===== src/rtl/fifo_wr_arbiter_rr_pick.sv =====
// Round-robin pick: rotate the request vector so rr_ptr sits at bit 0,
// take the lowest set bit, then map the offset back to a requester index.
module fifo_wr_arbiter_rr_pick #(
    parameter int NREQ = 4,
    parameter int IW   = $clog2(NREQ)
) (
    input  logic [NREQ-1:0] req_i,
    input  logic [IW-1:0]   rr_ptr_i,
    output logic            found_o,
    output logic [IW-1:0]   idx_o
);

    logic [NREQ-1:0] rot;
    logic [IW-1:0]   off;
    logic [IW:0]     sum;

    // Rotate, priority-encode from the lowest bit, and wrap the index modulo NREQ.
    always_comb begin
        rot     = NREQ'({req_i, req_i} >> rr_ptr_i);
        found_o = 1'b0;
        off     = '0;
        for (int j = NREQ - 1; j >= 0; j--) begin
            if (rot[j]) begin
                found_o = 1'b1;
                off     = IW'(j);
            end
        end
        sum = {1'b0, rr_ptr_i} + {1'b0, off};
        if (sum >= (IW + 1)'(NREQ)) begin
            sum = sum - (IW + 1)'(NREQ);
        end
        idx_o = sum[IW-1:0];
    end

endmodule


===== src/rtl/fifo_wr_arbiter.sv =====
// Write-port arbiter in front of the CDC FIFO: round-robin between requesters
// with a burst lock of up to BURST consecutive words per grant.
module fifo_wr_arbiter #(
    parameter int NREQ     = 4,
    parameter int DATASIZE = 8,
    parameter int BURST    = 4
) (
    input  logic                     clk,
    input  logic                     rst_n,
    input  logic [NREQ-1:0]          req,
    input  logic [NREQ*DATASIZE-1:0] req_data,
    input  logic                     wfull,
    output logic [NREQ-1:0]          gnt,
    output logic                     winc,
    output logic [DATASIZE-1:0]      wdata,
    output logic [$clog2(NREQ)-1:0]  owner,
    output logic                     locked
);

    localparam int IW = $clog2(NREQ);
    localparam int CW = $clog2(BURST + 1);

    logic [IW-1:0] rr_ptr_q, rr_ptr_d;
    logic [IW-1:0] owner_q, owner_d;
    logic          locked_q, locked_d;
    logic [CW-1:0] cnt_q, cnt_d;

    logic          pick_found;
    logic [IW-1:0] pick_idx;
    logic          keep;
    logic          accept;
    logic [IW-1:0] cand;
    logic [CW-1:0] cnt_use;

    function automatic logic [IW-1:0] wrap_inc(input logic [IW-1:0] x);
        return (x == IW'(NREQ - 1)) ? '0 : x + 1'b1;
    endfunction

    fifo_wr_arbiter_rr_pick #(
        .NREQ (NREQ),
        .IW   (IW)
    ) u_rr_pick (
        .req_i    (req),
        .rr_ptr_i (rr_ptr_q),
        .found_o  (pick_found),
        .idx_o    (pick_idx)
    );

    // Candidate choice, accept decision and next-state for pointer/lock/count.
    always_comb begin
        keep     = locked_q && req[owner_q];
        cand     = keep ? owner_q : pick_idx;
        accept   = (keep || pick_found) && !wfull && rst_n;
        gnt      = accept ? (NREQ'(1) << cand) : '0;
        winc     = accept;
        // A new burst always starts counting from zero, even when it begins
        // in the same cycle that the previous owner's lock is dropped.
        cnt_use  = keep ? cnt_q : '0;

        rr_ptr_d = rr_ptr_q;
        owner_d  = owner_q;
        locked_d = locked_q;
        cnt_d    = cnt_q;

        if (locked_q && !req[owner_q]) begin
            locked_d = 1'b0;
            cnt_d    = '0;
            rr_ptr_d = wrap_inc(owner_q);
        end

        if (accept) begin
            owner_d = cand;
            if (cnt_use == CW'(BURST - 1)) begin
                locked_d = 1'b0;
                cnt_d    = '0;
                rr_ptr_d = wrap_inc(cand);
            end else begin
                locked_d = 1'b1;
                cnt_d    = cnt_use + 1'b1;
            end
        end
    end

    // Data mux: one-hot gnt selects the slice, zero when nothing is written.
    always_comb begin
        wdata = '0;
        for (int i = 0; i < NREQ; i++) begin
            if (gnt[i]) begin
                wdata = req_data[i*DATASIZE +: DATASIZE];
            end
        end
    end

    // Arbitration state registers.
    always_ff @(posedge clk or negedge rst_n) begin
        if (!rst_n) begin
            rr_ptr_q <= '0;
            owner_q  <= '0;
            locked_q <= 1'b0;
            cnt_q    <= '0;
        end else begin
            rr_ptr_q <= rr_ptr_d;
            owner_q  <= owner_d;
            locked_q <= locked_d;
            cnt_q    <= cnt_d;
        end
    end

    assign owner  = owner_q;
    assign locked = locked_q;

endmodule


===== config.mk =====
export PLATFORM = sky130hd
export DESIGN_NAME = fifo_wr_arbiter
export DESIGN_NICKNAME = d
export VERILOG_FILES = /design/src/rtl/fifo_wr_arbiter_rr_pick.sv /design/src/rtl/fifo_wr_arbiter.sv
export SDC_FILE = /design/constraint.sdc
export NUM_CORES = 1
export LEC_CHECK = 0
export ABC_AREA = 1
export BUFFER_PORTS_ARGS = -buffer_cell sky130_fd_sc_hd__buf_2
export CORE_ASPECT_RATIO = 1.5
export CORE_MARGIN = 2
export CORE_UTILIZATION = 29
export DETAILED_ROUTE_END_ITERATION = 10
export GPL_TIMING_DRIVEN = 0
export HOLD_SLACK_MARGIN = 0.08
export RECOVER_POWER = 25
export SLEW_MARGIN = 20
export SYNTH_ARGS = -nofsm -noshare
export SYNTH_HDL_FRONTEND = slang
export SYNTH_SLANG_ARGS = --single-unit

===== constraint.sdc =====
create_clock -name clk -period 5.05 [get_ports clk]
set_clock_uncertainty 0.2 [all_clocks]
set_input_delay 0.505 -clock clk [delete_from_list [all_inputs] [get_ports clk]]
set_output_delay 0.505 -clock clk [all_outputs]
set_load 0.05 [all_outputs]

Word-level counts from Yosys, hierarchy flattened
Cells that the tools add are included.

Register bits: 8. Input bits: 39. Output and inout port bits: 16. Word-level logic and storage cells: 53.

Add/sub/neg operators: 5. Order comparisons: 2. Equal/unequal tests: 3. Shift operators: 2. Mux-type cells: 29. Reductions and logical operators: 8.

Operators with widths (count): $mux W8 (4); $mux W2 (11); $mux W3 (4); $mux W1 (8); $shr A8 B2 Y4 (1); $add A2 B1 Y2 const B (2); $eq A2 B2 Y1 const B (2); $logic_and A1 B1 Y1 (4); $mux W4 (1); $shl A1 B2 Y4 const A (1); $add A2 B2 Y3 (1); $add A3 B1 Y3 const B (1); $eq A3 B2 Y1 const B (1); $ge A3 B3 Y1 const B (1); $lt A2 B3 Y1 const B (1); $bmux W1 S2 (1); $logic_not A1 Y1 (2); $reduce_bool A2 Y1 (1); $sub A2 B1 Y2 const B (1); $logic_or A1 B1 Y1 (1).

Longest topological paths before layout
Gate-level depths: netlist of run 1.

Depth after elaboration: 15. Mapped depth: 21. Gate-level depth less buffers: 19.

By module
A second synthesis of run 1 with hierarchy kept.

Cells, all modules: 216. Area total of the unflattened synthesis: 1272.5 um^2.

Modules (own cells, without submodules): fifo_wr_arbiter (instances 1, cells an instance 181, area each 1107.3 um^2, seq. area each 200.2 um^2); fifo_wr_arbiter_rr_pick (instances 1, cells an instance 35, area each 165.2 um^2, seq. area each 0.0 um^2).

Worst setup path after synthesis of run 1
Ideal clock, no wire load.

Path type: input-to-output. Start: input port req[1]. End: output port gnt[1]. Arrival time: 2.986 ns. Data required time: 4.345 ns. Slack: 1.359 ns. Cell stages on the path: 16. Buffers on the path: 2. Cells stage by stage: nand2_1 > nand3_1 > nand2_1 > nand3_1 > a21boi_0 > ha_1 > xor2_1 > nand3_1 > nand3_1 > nand2_1 > inv_1 > ha_1 > clkbuf_1 > buf_1 > inv_1 > nor2_1.

Cells in the longest elaborated chain, start to end: 11. Elaborated cells between the ends (all ways): 22. Those cells by class: 2 x add/sub; 1 x order compare; 2 x shift; 13 x mux; 4 x reduce/logical.

Ends and longest elaborated chain: from (decl) (line fifo_wr_arbiter.sv:10) `input logic [NREQ-1:0] req,`; $shr A8 B2 Y4 (line fifo_wr_arbiter_rr_pick.sv:19) `rot = NREQ'({req_i, req_i} >> rr_ptr_i);`; $mux W2 (4 in a row) (line fifo_wr_arbiter_rr_pick.sv:23) `if (rot[j]) begin`; $add A2 B2 Y3 (line fifo_wr_arbiter_rr_pick.sv:28) `sum = {1'b0, rr_ptr_i} + {1'b0, off};`; $ge A3 B3 Y1 or $sub A2 B1 Y2 (tied branches) (line fifo_wr_arbiter_rr_pick.sv:29, fifo_wr_arbiter_rr_pick.sv:30); $mux W2 (line fifo_wr_arbiter_rr_pick.sv:29) `if (sum >= (IW + 1)'(NREQ)) begin`; $mux W2 (*) (line fifo_wr_arbiter.sv:52) `cand = keep ? owner_q : pick_idx;`; named net cand[1] (line fifo_wr_arbiter.sv:32) `logic [IW-1:0] cand;`; $shl A1 B2 Y4 (*) (line fifo_wr_arbiter.sv:54) `gnt = accept ? (NREQ'(1) << cand) : '0;`; $mux W4 (*) (line fifo_wr_arbiter.sv:54); to (decl) (line fifo_wr_arbiter.sv:13) `output logic [NREQ-1:0] gnt,`.

The timed path passes the listed nets; every way through them passes the cells marked *. The select of a mux whose other input is x is not followed.

Final worst setup path of run 1
Start: register rr_ptr_q[0]. End: output port wdata[2].

Cells in the longest elaborated chain, start to end: 15. Elaborated cells between the ends (all ways): 23. Those cells by class: 2 x add/sub; 1 x order compare; 2 x shift; 15 x mux; 3 x reduce/logical.

Ends and longest elaborated chain: from (decl) (line fifo_wr_arbiter.sv:23) `logic [IW-1:0] rr_ptr_q, rr_ptr_d;`; from (signal assigned) (line fifo_wr_arbiter.sv:102) `rr_ptr_q <= rr_ptr_d;`; $shr A8 B2 Y4 (line fifo_wr_arbiter_rr_pick.sv:19); $mux W2 (4 in a row) (line fifo_wr_arbiter_rr_pick.sv:23); $add A2 B2 Y3 (*) (line fifo_wr_arbiter_rr_pick.sv:28); $ge A3 B3 Y1 or $sub A2 B1 Y2 (tied branches) (line fifo_wr_arbiter_rr_pick.sv:29, fifo_wr_arbiter_rr_pick.sv:30); $mux W2 (*) (line fifo_wr_arbiter_rr_pick.sv:29); $mux W2 (*) (line fifo_wr_arbiter.sv:52); named net cand[1] (line fifo_wr_arbiter.sv:32); $shl A1 B2 Y4 (*) (line fifo_wr_arbiter.sv:54); $mux W4 (*) (line fifo_wr_arbiter.sv:54); $mux W8 (3 in a row) (line fifo_wr_arbiter.sv:88) `if (gnt[i]) begin`; $mux W8 (*) (line fifo_wr_arbiter.sv:88); to (decl) (line fifo_wr_arbiter.sv:15) `output logic [DATASIZE-1:0] wdata,`.

The timed path passes the listed nets; every way through them passes the cells marked *.

==> metrics, run 1 <==
clk_lat worst skew between 200 and 250 ps; Hold Slack 326 ps; DIE AREA around 4700 um2; Ant. Diodes 0; placed inst area approximately 1500 um2; Post-Layout Cell Count roughly 320; Critical path buffers and inverters 5; first-pass GRT wire length 5620 um; Min-Delay Path Class reg2reg; io pins 55; root buf cell clkbuf_8; largest net degree at the start of global routing 11; static leakage around 1 nW; uppermost layer routed met4; YS warnings 0; Setup Buffers After CTS 0; Mapped Area ~1200 um2; Synthesized Nets 258; Post-synth EDFFs 0; dpl hpwl approximately 2700 um; r2r setup slk 2460 ps; final instance area 1590 um2; post-synthesis sequential area ratio 0.165; Final Max Slew Viols 0; gr ovfl total 0; die width 56.8 um; relative slew slack 0.680; CTS Buffer Depth 2; worst setup path end wdata[2]; R2R cell count 16; dpl ws about 1000 ps; CTS Buf Count 3; FF-to-FF End rr_ptr_q[1]; Layout area overhead 31.0%; fraction of layout cells with a size suffix above 1 0.270; Final Hold Vio Count 0; proportion of netlist area held by the largest area contributor 0.201; top post-synthesis cells by count 65 x nand2_1, 33 x inv_1, 24 x nand4_1; Final TNS setup 0 ps; startpoint types flip-flop; Max stage delay on crit path between 400 and 500 ps; routed len/inst ~11 um; endpoints failing setup 0; Cells after Synth around 210; Tmin final approximately 4200 ps; WP data arrival roughly 3500 ps; CP top delay family buffers and inverters; Mean Syn Cell Area between 5 and 6 um2; library cells used by synthesis 28; Core Region 3990 um2; Power, Total ~1.2 mW; fmax 237 MHz; final worst path period share 0.835; crit path setup slack, layout 835 ps; Post-Place Cells roughly 310; status finished clean; critical path depth 20; drt first pass iters 4; CTS H-Tree Depth 1; metal1 wirelength 1350 um; RSZ-0062 raised after global routing no; CTS tree built; Synth Flop Type dfrtp_1; port bufs 54; Detail Route Antenna Nets 0; GRT Overall Usage 0.142; initial antenna violation count 0; clock sink count 8; DR vias/cell around 4.8; Finished Core Util 0.398; Initial DRC Count 76; Vias between 1500 and 2000; cell taking the most area after synthesis nand2_1; Final nets approximately 320; Critical Setup Path Class reg2out; critical path launch point rr_ptr_q[0]; count leader, synth nand2_1; vias in the first global route 1350; starting density of the core 0.304; data required time of the critical path approximately 4400 ps; die height 83.2 um; CP Capture Type output port; GPL Wtd Cong around 0.80; slowest CP cell dfrtp_1; synth top area cells nand2_1 20%, dfrtp_1 16%, nand4_1 12%; CP Cell Sequence inv_2 > nand2_1 > nand3_1 > nand2_1 > nand3_1 > a21boi_0 > ha_1 > xor2_1 > nand3_1 > nand3_1 > nand2_1 > inv_1 > ha_1 > clkbuf_1 > buf_1 > nand4_1 > nand3_1 > nand2_1 > nand2_1 > buf_2; Routed WL around 3400 um; Reg clk slew, reported paths approximately 40 ps; Remaining DRCs 0; Reg2Reg Launch Point rr_ptr_q[0]; Pwr Density 783 nW/um2; Peak VDD IR 0.000403 V; max_cap viols 0; Seq cells post-synth 8; routed wl met2 approximately 1800 um; DR WL met3 216 um; Core Rows 28; FFs w/ async S/R, synth 1.00; CP Max Fanout 10; worst slew pin tran 479 ps; min-delay src cnt_q[2]
==> layout make-up <==
class                      count  area [um2]
buffer                         8        47.5
clock buffer                   3        41.3
fill                         463        2400
inverter                      43         161
multi-input combinational    153         805
sequential                     8         200
tap                           45        56.3
timing repair buffer          55         279
==> registers in the layout, indices dropped and copies added, names as in the netlist <==
| signal | count |
|---|---|
| cnt_q | 3 |
| locked | 1 |
| rr_ptr_q | 2 |
| owner | 2 |
==> repair_timing <==
action / CTS / global route
gates resized for setup: 0 / 0
hold endpoints to repair: 8 / 0
hold buffers: 1 / 0
==> placed cells by master, fill, tap and decap left out, drive strengths merged, types with 2 or more instances in the layout <==
master,synthesis,final
nand2,68,68
o21ai,6,6
nand3,24,24
nor2,16,16
nand4,24,24
inv,39,39
clkinv,4,4
clkbuf,2,6
dfrtp,8,8
ha,7,7
buf,6,59
a21oi,2,2
==> worst register-to-register path: stages, from the launching register on <==
cell      delay [ps]
dfrtp_1          490
inv_2             90
nand2_1           90
nand3_1           60
nand2_1          100
nand3_1           70
a21boi_0         190
ha_1             190
xor2_1           180
inv_1             60
nand2_1           60
nand3_1           60
nand2_1          150
inv_1             80
ha_1             270
nand2_1           60
o21ai_0           60
==> logic make-up after synthesis <==
kind of cell               after synthesis  share of synthesized area
buffers and inverters                   51                      0.172
adders and majority gates                7                     0.0722
xor gates and xnor gates                 1                    0.00722
and+or+nand+nor                        133                      0.527
AOI/OAI and AO/OA                       12                     0.0567
DFF                                      8                      0.165
==> report_power, final <==
group	internal [mW]	switching, mW
combinational	0.284	0.759
clock	0.0518	0.0267
sequential	0.0912	0.0329
==> worst min path at each step <==
stage	depth (start not counted)	slack, ps	end
detailed placement	1	160	cnt_q[0]
global route	2	340	cnt_q[2]
finish	2	330	cnt_q[2]
floorplan	0	9	cnt_q[0]
global placement	1	160	cnt_q[0]
CTS	2	330	cnt_q[1]
==> per-layer routing <==
metal	vias to the layer above	GRT usage
met5	-	0
met4	0	0.0465
met3	5	0.0109
met2	49	0.274
met1	654	0.157
li1	803	-
(Power assumes the default switching activity.)
==> run 2: changes to the inputs <==
==> constraint.sdc (replaced) <==
create_clock -name clk -period 3.6 [get_ports clk]
set_clock_uncertainty 0.2 [all_clocks]
set_input_delay 0.36 -clock clk [delete_from_list [all_inputs] [get_ports clk]]
set_output_delay 0.36 -clock clk [all_outputs]
set_load 0.05 [all_outputs]
==> metrics, run 2 (synthesis gave the netlist of run 1 again) <==
Final Max Slew Viols 0 (unchanged); data required time of the critical path 3040 ps (was 4350 ps); Max stage delay on crit path 440 ps (was 490 ps); status finished clean (unchanged); startpoint types flip-flop (unchanged); die height 83.2 um (unchanged); final worst path period share 0.946; Initial DRC Count 62 (was 76); slowest CP cell dfrtp_2 (was dfrtp_1); drt first pass iters 4 (unchanged); Tmin final roughly 3400 ps; Vias 1539 (was 1511); GPL Wtd Cong 0.800 (unchanged); first-pass GRT wire length 5640 um (was 5620 um); starting density of the core 0.304 (unchanged); Layout area overhead 40.6% (was 31.0%); endpoints failing setup 0 (unchanged); io pins 55 (unchanged); routed len/inst 11.2 um (was 10.9 um); CTS tree built (unchanged); Routed WL 3540 um (was 3440 um); Power, Total 1.98 mW (was 1.24 mW); Remaining DRCs 0 (unchanged); placed inst area 1540 um2 (unchanged); WP data arrival 2850 ps (was 3510 ps); Fill cells 454 (was 463); max_cap viols 0 (unchanged); Ant. Diodes 0 (unchanged); DIE AREA 4730 um2 (unchanged); DR vias/cell 4.85 (was 4.80); vias in the first global route 1358 (was 1350); Core Rows 28 (unchanged); final instance area 1710 um2 (was 1590 um2); CP Capture Type output port (unchanged); Final TNS setup 0 ps (unchanged); Reg clk slew, reported paths 40 ps (about the same); CTS H-Tree Depth 1 (unchanged); die width 56.8 um (unchanged); port bufs 54 (unchanged); fraction of layout cells with a size suffix above 1 0.342 (was 0.270); largest net degree at the start of global routing 11 (unchanged); CP top delay family simple AND/OR/NAND/NOR gates (was buffers and inverters); GRT Overall Usage 0.142 (about the same); Detail Route Antenna Nets 0 (unchanged); CP Max Fanout 10 (unchanged); Peak VDD IR 0.000814 V (was 0.000403 V); Critical Setup Path Class reg2out (unchanged); dpl hpwl 2710 um (unchanged); fmax just under 300 MHz; CTS Buf Count 3 (unchanged); Final Hold Vio Count 0 (unchanged); max FFs per register 3 (unchanged); Final nets 320 (was 318); worst slew pin tran 521 ps (was 479 ps); CTS Buffer Depth 2 (unchanged); root buf cell clkbuf_8 (unchanged); Core Region 3990 um2 (unchanged); initial antenna violation count 0 (unchanged); static leakage 1.00 nW (was 0.973 nW); most common cell after layout, fill and taps aside nand2_1 (unchanged); gr ovfl total 0 (unchanged); Min-Delay Path Class in2async (was reg2reg); Worst path most repeated cell nand2_1; commonest cells after routing, fill and taps aside 62 x nand2_1, 47 x buf_2, 32 x inv_1 (was 65 x nand2_1, 55 x buf_2, 33 x inv_1); Critical path buffers and inverters 4 (was 5); Hold Slack 299 ps (was 326 ps); CP Cell Sequence nand2_1 > nand3_1 > nand2_2 > nand3_2 > a21boi_2 > ha_2 > xor2_2 > inv_1 > nand2_1 > nand3_1 > nand2_2 > inv_2 > ha_4 > buf_6 > nor2_2 > nand4_1 > nand3_1 > nand2_1 > nand2_1 > buf_6 (was inv_2 > nand2_1 > nand3_1 > nand2_1 > nand3_1 > a21boi_0 > ha_1 > xor2_1 > nand3_1 > nand3_1 > nand2_1 > inv_1 > ha_1 > clkbuf_1 > buf_1 > nand4_1 > nand3_1 > nand2_1 > nand2_1 > buf_2); clk_lat worst skew 230 ps (about the same); relative slew slack 0.652 (was 0.680); clock sink count 8 (unchanged); largest register by flop count cnt_q (unchanged); Pwr Density 1160 nW/um2 (was 783 nW/um2)
-- run 2: cell types whose count changed in the layout (fill, tap and decap cells not counted), sizes merged --
cell	delta
buf	+3
clkbuf	-1
-- run 2: through the flow --
stage | setup slack (ps) | utilization | cells
floorplan | 86.1 | - | 212
global placement | -188 | 0.386 | 311
detailed placement | -205 | 0.386 | 311
CTS | 20.3 | 0.406 | 314
global route | -25.7 | 0.427 | 317
finish | 194 | 0.427 | 317
-- run 2: report_power, final --
group	switching, mW	internal (mW)
Sequential	0.0410	0.130
Combinational	1.13	0.568
Clock	0.0382	0.0727
-- run 2: what timing repair did --
item                       4_1_cts  5_1_grt
resized for setup               13       18
pin swaps                        0        6
setup buffers                    1        3
hold endpoints to repair         8        0
setup endpoints to repair        9       11
cloned                           0        0
hold buffers                     1        0
-- run 2: final timing paths --
path / startpoint / to / slack, ps / depth (start not counted)
max in group asynchronous: rst_n / rr_ptr_q[1] / 2710 / 2
worst max register to register: rr_ptr_q[0] / rr_ptr_q[1] / 1200 / 14
worst min-delay path: rst_n / owner[1] / 300 / 2
worst min register to register: cnt_q[2] / cnt_q[2] / 330 / 2
worst max-delay path: rr_ptr_q[0] / wdata[6] / 190 / 20
min in group clk: cnt_q[2] / cnt_q[2] / 330 / 2
-- run 2: routing by layer --
| metal | share of wire | GRT usage |
|---|---|---|
| met4 | 0.023 | 0.0465 |
| met3 | 0.059 | 0.0109 |
| met5 | 0 | 0 |
| met2 | 0.53 | 0.275 |
| met1 | 0.38 | 0.158 |
-- run 2: final cells by class --
cell class | count | area (um2) | area share
multi-input cells | 153 | 861 | 0.504
plain buffers | 6 | 50.0 | 0.0293
inverters | 43 | 161 | 0.0946
flip-flops and latches | 8 | 203 | 0.119
clock buffers | 3 | 41.3 | 0.0242
well taps | 45 | 56.3 | 0.0330
repair buffers | 59 | 334 | 0.196
